`config.mk`:
```
export PLATFORM = sky130hd
export DESIGN_NAME = branch_predict_unit
export DESIGN_NICKNAME = d
export VERILOG_FILES = /design/src/rtl/branch_pkg.sv /design/src/rtl/branch_cond_eval.sv /design/src/rtl/branch_predict_unit.sv
export SDC_FILE = /design/constraint.sdc
export NUM_CORES = 1
export LEC_CHECK = 0
export ABC_AREA = 1
export CAP_MARGIN = 20
export CORE_MARGIN = 2
export CORE_UTILIZATION = 28
export CTS_BUF_LIST = sky130_fd_sc_hd__clkbuf_4 sky130_fd_sc_hd__clkbuf_8
export DETAILED_ROUTE_END_ITERATION = 10
export MAX_ROUTING_LAYER = met4
export PLACE_DENSITY = 0.61
export SLEW_MARGIN = 20
export SYNTH_ARGS = -nofsm -noshare
export SYNTH_HDL_FRONTEND = slang
export SYNTH_SLANG_ARGS = --single-unit
```
`constraint.sdc`:
```
create_clock -name clk -period 2 [get_ports clk]
set_input_delay 0.3 -clock clk [delete_from_list [all_inputs] [get_ports clk]]
set_output_delay 0.3 -clock clk [all_outputs]
set_load 0.03 [all_outputs]
```
`src/rtl/branch_pkg.sv`:
```
// Shared types and helpers for the branch prediction unit: branch type codes,
// 2-bit BHT counter states and the saturating counter step function.
package branch_pkg;

  typedef enum logic [2:0] {
    BR_NONE = 3'd0,
    BR_BEQ  = 3'd1,
    BR_BNE  = 3'd2,
    BR_BLT  = 3'd3,
    BR_BGE  = 3'd4,
    BR_BLTU = 3'd5,
    BR_BGEU = 3'd6,
    BR_RSVD = 3'd7
  } branch_type_t;

  typedef enum logic [1:0] {
    SNT = 2'b00,
    WNT = 2'b01,
    WT  = 2'b10,
    ST  = 2'b11
  } bht_state_t;

  // One step of a 2-bit saturating counter toward the resolved outcome.
  function automatic bht_state_t bht_next(input bht_state_t cur, input logic taken);
    bht_state_t nxt;
    nxt = cur;
    case (cur)
      SNT:     nxt = taken ? WNT : SNT;
      WNT:     nxt = taken ? WT  : SNT;
      WT:      nxt = taken ? ST  : WNT;
      ST:      nxt = taken ? ST  : WT;
      default: nxt = WNT;
    endcase
    return nxt;
  endfunction

endpackage

```
`src/rtl/branch_cond_eval.sv`:
```
// Combinational branch condition evaluation from the ALU subtract flags.
// Also reports whether the type code names a real conditional branch.
module branch_cond_eval
  import branch_pkg::*;
(
  input  branch_type_t branch_type,
  input  logic         zero_flag,
  input  logic         neg_flag,
  input  logic         ovf_flag,
  input  logic         carry_flag,
  output logic         cond_taken,
  output logic         is_branch
);

  // Decode the branch type and pick the matching flag expression.
  always_comb begin
    cond_taken = 1'b0;
    is_branch  = 1'b1;
    case (branch_type)
      BR_BEQ:  cond_taken = zero_flag;
      BR_BNE:  cond_taken = ~zero_flag;
      BR_BLT:  cond_taken = neg_flag ^ ovf_flag;
      BR_BGE:  cond_taken = ~(neg_flag ^ ovf_flag);
      BR_BLTU: cond_taken = ~carry_flag;
      BR_BGEU: cond_taken = carry_flag;
      BR_NONE: begin
        cond_taken = 1'b0;
        is_branch  = 1'b0;
      end
      default: begin
        cond_taken = 1'b0;
        is_branch  = 1'b0;
      end
    endcase
  end

endmodule

```
`src/rtl/branch_predict_unit.sv`:
```
// Bimodal branch predictor: a table of 2-bit saturating counters indexed by
// PC word bits, a combinational lookup port, a registered resolve port and
// saturating statistics counters.
module branch_predict_unit
  import branch_pkg::*;
#(
  parameter int XLEN     = 32,
  parameter int IDX_BITS = 4,
  parameter int CNT_W    = 16
) (
  input  logic             clk,
  input  logic             nrst,
  input  logic [XLEN-1:0]  pred_pc,
  output logic             pred_taken,
  input  logic             res_valid,
  input  logic [XLEN-1:0]  res_pc,
  input  logic [2:0]       branch_type,
  input  logic             res_pred_taken,
  input  logic             ALU_zero_flag,
  input  logic             ALU_neg_flag,
  input  logic             ALU_ovf_flag,
  input  logic             ALU_carry_flag,
  input  logic             stats_clear,
  output logic             out_valid,
  output logic             b_out,
  output logic             mispredict,
  output logic [CNT_W-1:0] branch_count,
  output logic [CNT_W-1:0] mispredict_count
);

  localparam int               DEPTH   = 1 << IDX_BITS;
  localparam logic [CNT_W-1:0] CNT_MAX = {CNT_W{1'b1}};
  localparam logic [CNT_W-1:0] CNT_ONE = {{(CNT_W-1){1'b0}}, 1'b1};

  bht_state_t          bht [DEPTH];
  logic [IDX_BITS-1:0] pred_idx;
  logic [IDX_BITS-1:0] res_idx;
  logic [1:0]          pred_entry;
  branch_type_t        btype;
  logic                cond_taken;
  logic                is_branch;
  logic                real_resolve;
  logic                res_mispredict;
  logic [CNT_W-1:0]    branch_count_next;
  logic [CNT_W-1:0]    mispredict_count_next;
  logic                unused_pc_bits;

  // Byte offset and upper PC bits do not take part in indexing.
  assign unused_pc_bits = ^{pred_pc[XLEN-1:IDX_BITS+2], pred_pc[1:0],
                            res_pc[XLEN-1:IDX_BITS+2], res_pc[1:0]};

  assign pred_idx = pred_pc[IDX_BITS+1:2];
  assign res_idx  = res_pc[IDX_BITS+1:2];
  assign btype    = branch_type_t'(branch_type);

  // Lookup reads the stored entry directly, so a same-cycle update is not seen.
  assign pred_entry = bht[pred_idx];
  assign pred_taken = pred_entry[1];

  branch_cond_eval u_cond (
    .branch_type (btype),
    .zero_flag   (ALU_zero_flag),
    .neg_flag    (ALU_neg_flag),
    .ovf_flag    (ALU_ovf_flag),
    .carry_flag  (ALU_carry_flag),
    .cond_taken  (cond_taken),
    .is_branch   (is_branch)
  );

  assign real_resolve   = res_valid & is_branch;
  assign res_mispredict = real_resolve & (cond_taken ^ res_pred_taken);

  // Table update: reset every entry to weakly-not-taken, else train on real resolves.
  always_ff @(posedge clk) begin
    if (!nrst) begin
      for (int i = 0; i < DEPTH; i++) begin
        bht[i] <= WNT;
      end
    end else if (real_resolve) begin
      bht[res_idx] <= bht_next(bht[res_idx], cond_taken);
    end
  end

  // Resolve result register; non-branch resolves report valid with zero outcome.
  always_ff @(posedge clk) begin
    if (!nrst) begin
      out_valid  <= 1'b0;
      b_out      <= 1'b0;
      mispredict <= 1'b0;
    end else begin
      out_valid  <= res_valid;
      b_out      <= real_resolve & cond_taken;
      mispredict <= res_mispredict;
    end
  end

  // Statistics next-state: clear wins over increment, increments saturate.
  always_comb begin
    branch_count_next     = branch_count;
    mispredict_count_next = mispredict_count;
    if (stats_clear) begin
      branch_count_next     = {CNT_W{1'b0}};
      mispredict_count_next = {CNT_W{1'b0}};
    end else begin
      if (real_resolve && (branch_count != CNT_MAX)) begin
        branch_count_next = branch_count + CNT_ONE;
      end else begin
        branch_count_next = branch_count;
      end
      if (res_mispredict && (mispredict_count != CNT_MAX)) begin
        mispredict_count_next = mispredict_count + CNT_ONE;
      end else begin
        mispredict_count_next = mispredict_count;
      end
    end
  end

  // Statistics counter registers.
  always_ff @(posedge clk) begin
    if (!nrst) begin
      branch_count     <= {CNT_W{1'b0}};
      mispredict_count <= {CNT_W{1'b0}};
    end else begin
      branch_count     <= branch_count_next;
      mispredict_count <= mispredict_count_next;
    end
  end

endmodule

```
==> metrics.yaml <==
status: "finished clean"
leakage_nw: 1.96
post-synth-top-area-cell: "edfxtp_1"
r2r-start: "mispredict_count[1]"
worstRegToRegCells: 8
maxCapViolCount: 0
die-area_um2: 14700
synth_nets: 596
ff2ff_setup_slack_ps: 210
final.setup_skew_ps: 12.2
grt_pass1_wl_um: 16800
cp_slowest_stage_delay_ps: 730
cts_hold_repair.buffers: 0
ys_top_cells_by_area: "edfxtp_1 (25%), dfxtp_1 (18%), nand2_1 (12%)"
fin_util: 0.390
place.gp.congestion: 0.859
cts_buffer_depth: 2
ys_types: 36
netlist_area_um2: 3850
drt_wl_total_um: 10000
clk_latency_ps: 350
post_drt_wl_per_cell_um: 12.5
finalHoldViolations: 0
p_per_area_nw_per_um2: 609
crit_start: "branch_count[6]"
rows: 42
avgSynthCellArea_um2: 7.43
syn_to_final_growth_pct: 35.4
endpoint_kind: "output pin"
worst_pin_slew_ps: 376
slew_violations: 0
die_h_um: 121
min_period_ps: 1870
max_slew_margin: 0.749
cp-start-kind: "flop"
final_common_cell: "nand2_1"
hpwl_um: 7580
diodes: 0
synth.yosys.seq_area_share: 0.432
critPathKind: "reg2out"
grt_max_degree: 22
synth.ff_latch_count: 67
required_ps: 1700
clockRootBuffer: "clkbuf_8"
min_path_type: "reg2reg"
fin_crit_sh: 0.934
nets: 698
yosysWarningCount: 0
die_x_um: 121
io_buffers: 55
cp-endpoint: "branch_count[6]"
core_area_um2: 13300
first_global_vias: 3531
ios: 112
antenna_found_initial: 0
dpl-instance-area_um2: 4970
crit_chain: "clkdlybuf4s50_1"
track_usage: 0.147
antenna_left: 0
max_freq_mhz: 536
vias: 3735
crit_arrival_ps: 1570
setup_violations: 0
synth.top_cell.area_share: 0.250
irDropWorstVdd_mv: 0.361
cp_num_buf_inv: 1
final_cells: 801
cts_buffers: 9
initialDrtViolationCount: 179
path_delay_family: "buffers and inverters"
start_util: 0.288
drcViolationCount: 0
vias_per_cell: 4.66
path_clk_slew_ps: 70
worstSetupPathDepth: 1
reg2reg_to: "mispredict_count[10]"
min_from: "mispredict_count[14]"
final_area_um2: 5210
fill_cells: 1415
cp_max_fo: 7
netlist_instances: 518
grt-ovfl-total: 0
tritoncts: "done"
rsz0062_at_grt: "false"
final_cell_mix: "nand2_1 (125), inv_1 (61), nor2_1 (57)"
drive_gt1_frac: 0.166
hold_depth: 2
crit_slowest_cell: "clkdlybuf4s50_1"
place_inst: 785
cts_sinks: 67
htreeDepth: 3
first_pass_iters: 5
[cell usage after synthesis, drive strengths merged]
| cell type | number |
|---|---|
| nand2 | 134 |
| nor2 | 70 |
| inv | 67 |
| dfxtp | 35 |
| nand3 | 35 |
| edfxtp | 32 |
| a21oi | 31 |
| nand4 | 19 |
| o21ai | 19 |
| nor3 | 15 |
| xor2 | 14 |
| a22oi | 11 |
| clkbuf | 9 |
| buf | 6 |
| xnor2 | 6 |
| nand3b | 3 |
| o211ai | 3 |
| ha | 2 |
| nor4 | 2 |
| a31oi | 1 |
| and3 | 1 |
| mux2i | 1 |
| o22ai | 1 |
| o31ai | 1 |
[metal layers]
| metal | vias to the layer above | part of all wire | global-route usage | wire [um] |
|---|---|---|---|---|
| met5 | - | 0 | - | 0 |
| met1 | 1718 | 0.46 | 0.187 | 4650 |
| met2 | 91 | 0.47 | 0.233 | 4710 |
| met3 | 18 | 0.051 | 0.0418 | 514 |
| met4 | 0 | 0.014 | 0.0366 | 143 |
| li1 | 1908 | - | - | - |
[registers in the layout, summed over array words and instances, names as in the netlist]
register,flops
bht,32
branch_count,16
mispredict_count,16
b_out,1
mispredict,1
out_valid,1
[layout make-up]
cell class              count  area, um^2  area share
clock buffers              14         174      0.0334
clock inverters             2        35.0     0.00672
inverters                  67         251      0.0483
multi-input cells         369        1870       0.359
flip-flops and latches     67        1660       0.319
well taps                 176         220      0.0423
repair buffers            106        1000       0.192
[how the worst min path moves through the flow]
stage	end	slack [ps]
after floorplan	out_valid	410
after global placement	mispredict_count[14]	480
after detailed placement	mispredict_count[14]	500
after CTS	mispredict_count[14]	510
after global routing	branch_count[15]	530
final	mispredict_count[14]	500
[timing repair]
| action | 4_1_cts | 5_1_grt |
|---|---|---|
| pin swaps | 0 | 0 |
| gates resized for setup | 1 | 10 |
| buffers inserted | 0 | 0 |
| setup endpoints to repair | 1 | 45 |
[cell families after synthesis]
kind of cell             after synthesis  synth area share
AO/OA/AOI/OAI                         67             0.100
XOR/XNOR                              20            0.0455
adder cells (fa/ha/maj)                2           0.00650
buffers and inverters                 82            0.0881
flip-flops                            67             0.432
multiplexers                           1           0.00260
AND/OR/NAND/NOR                      279             0.325
[stage by stage]
stage | setup WS, ps | TNS, ps | power (mW) | hold slack (ps)
after global placement | -304 | -15060 | 2.00 | 479
after detailed placement | -349 | -17250 | 2.00 | 496
after floorplan | 52.4 | 0 | 1.77 | 412
after global routing | 6.16 | 0 | 3.32 | 526
final | 133 | 0 | 3.17 | 502
after CTS | 9.75 | 0 | 3.21 | 509
[report_power, final]
group	internal, mW	total (mW)	switching [mW]	leakage [nW]
Combinational	0.217	0.508	0.290	1.29
Clock	0.685	1.20	0.516	0.111
Sequential	1.45	1.47	0.0115	0.561
Total	2.36	3.17	0.817	1.96
(Power assumes the default switching activity.)
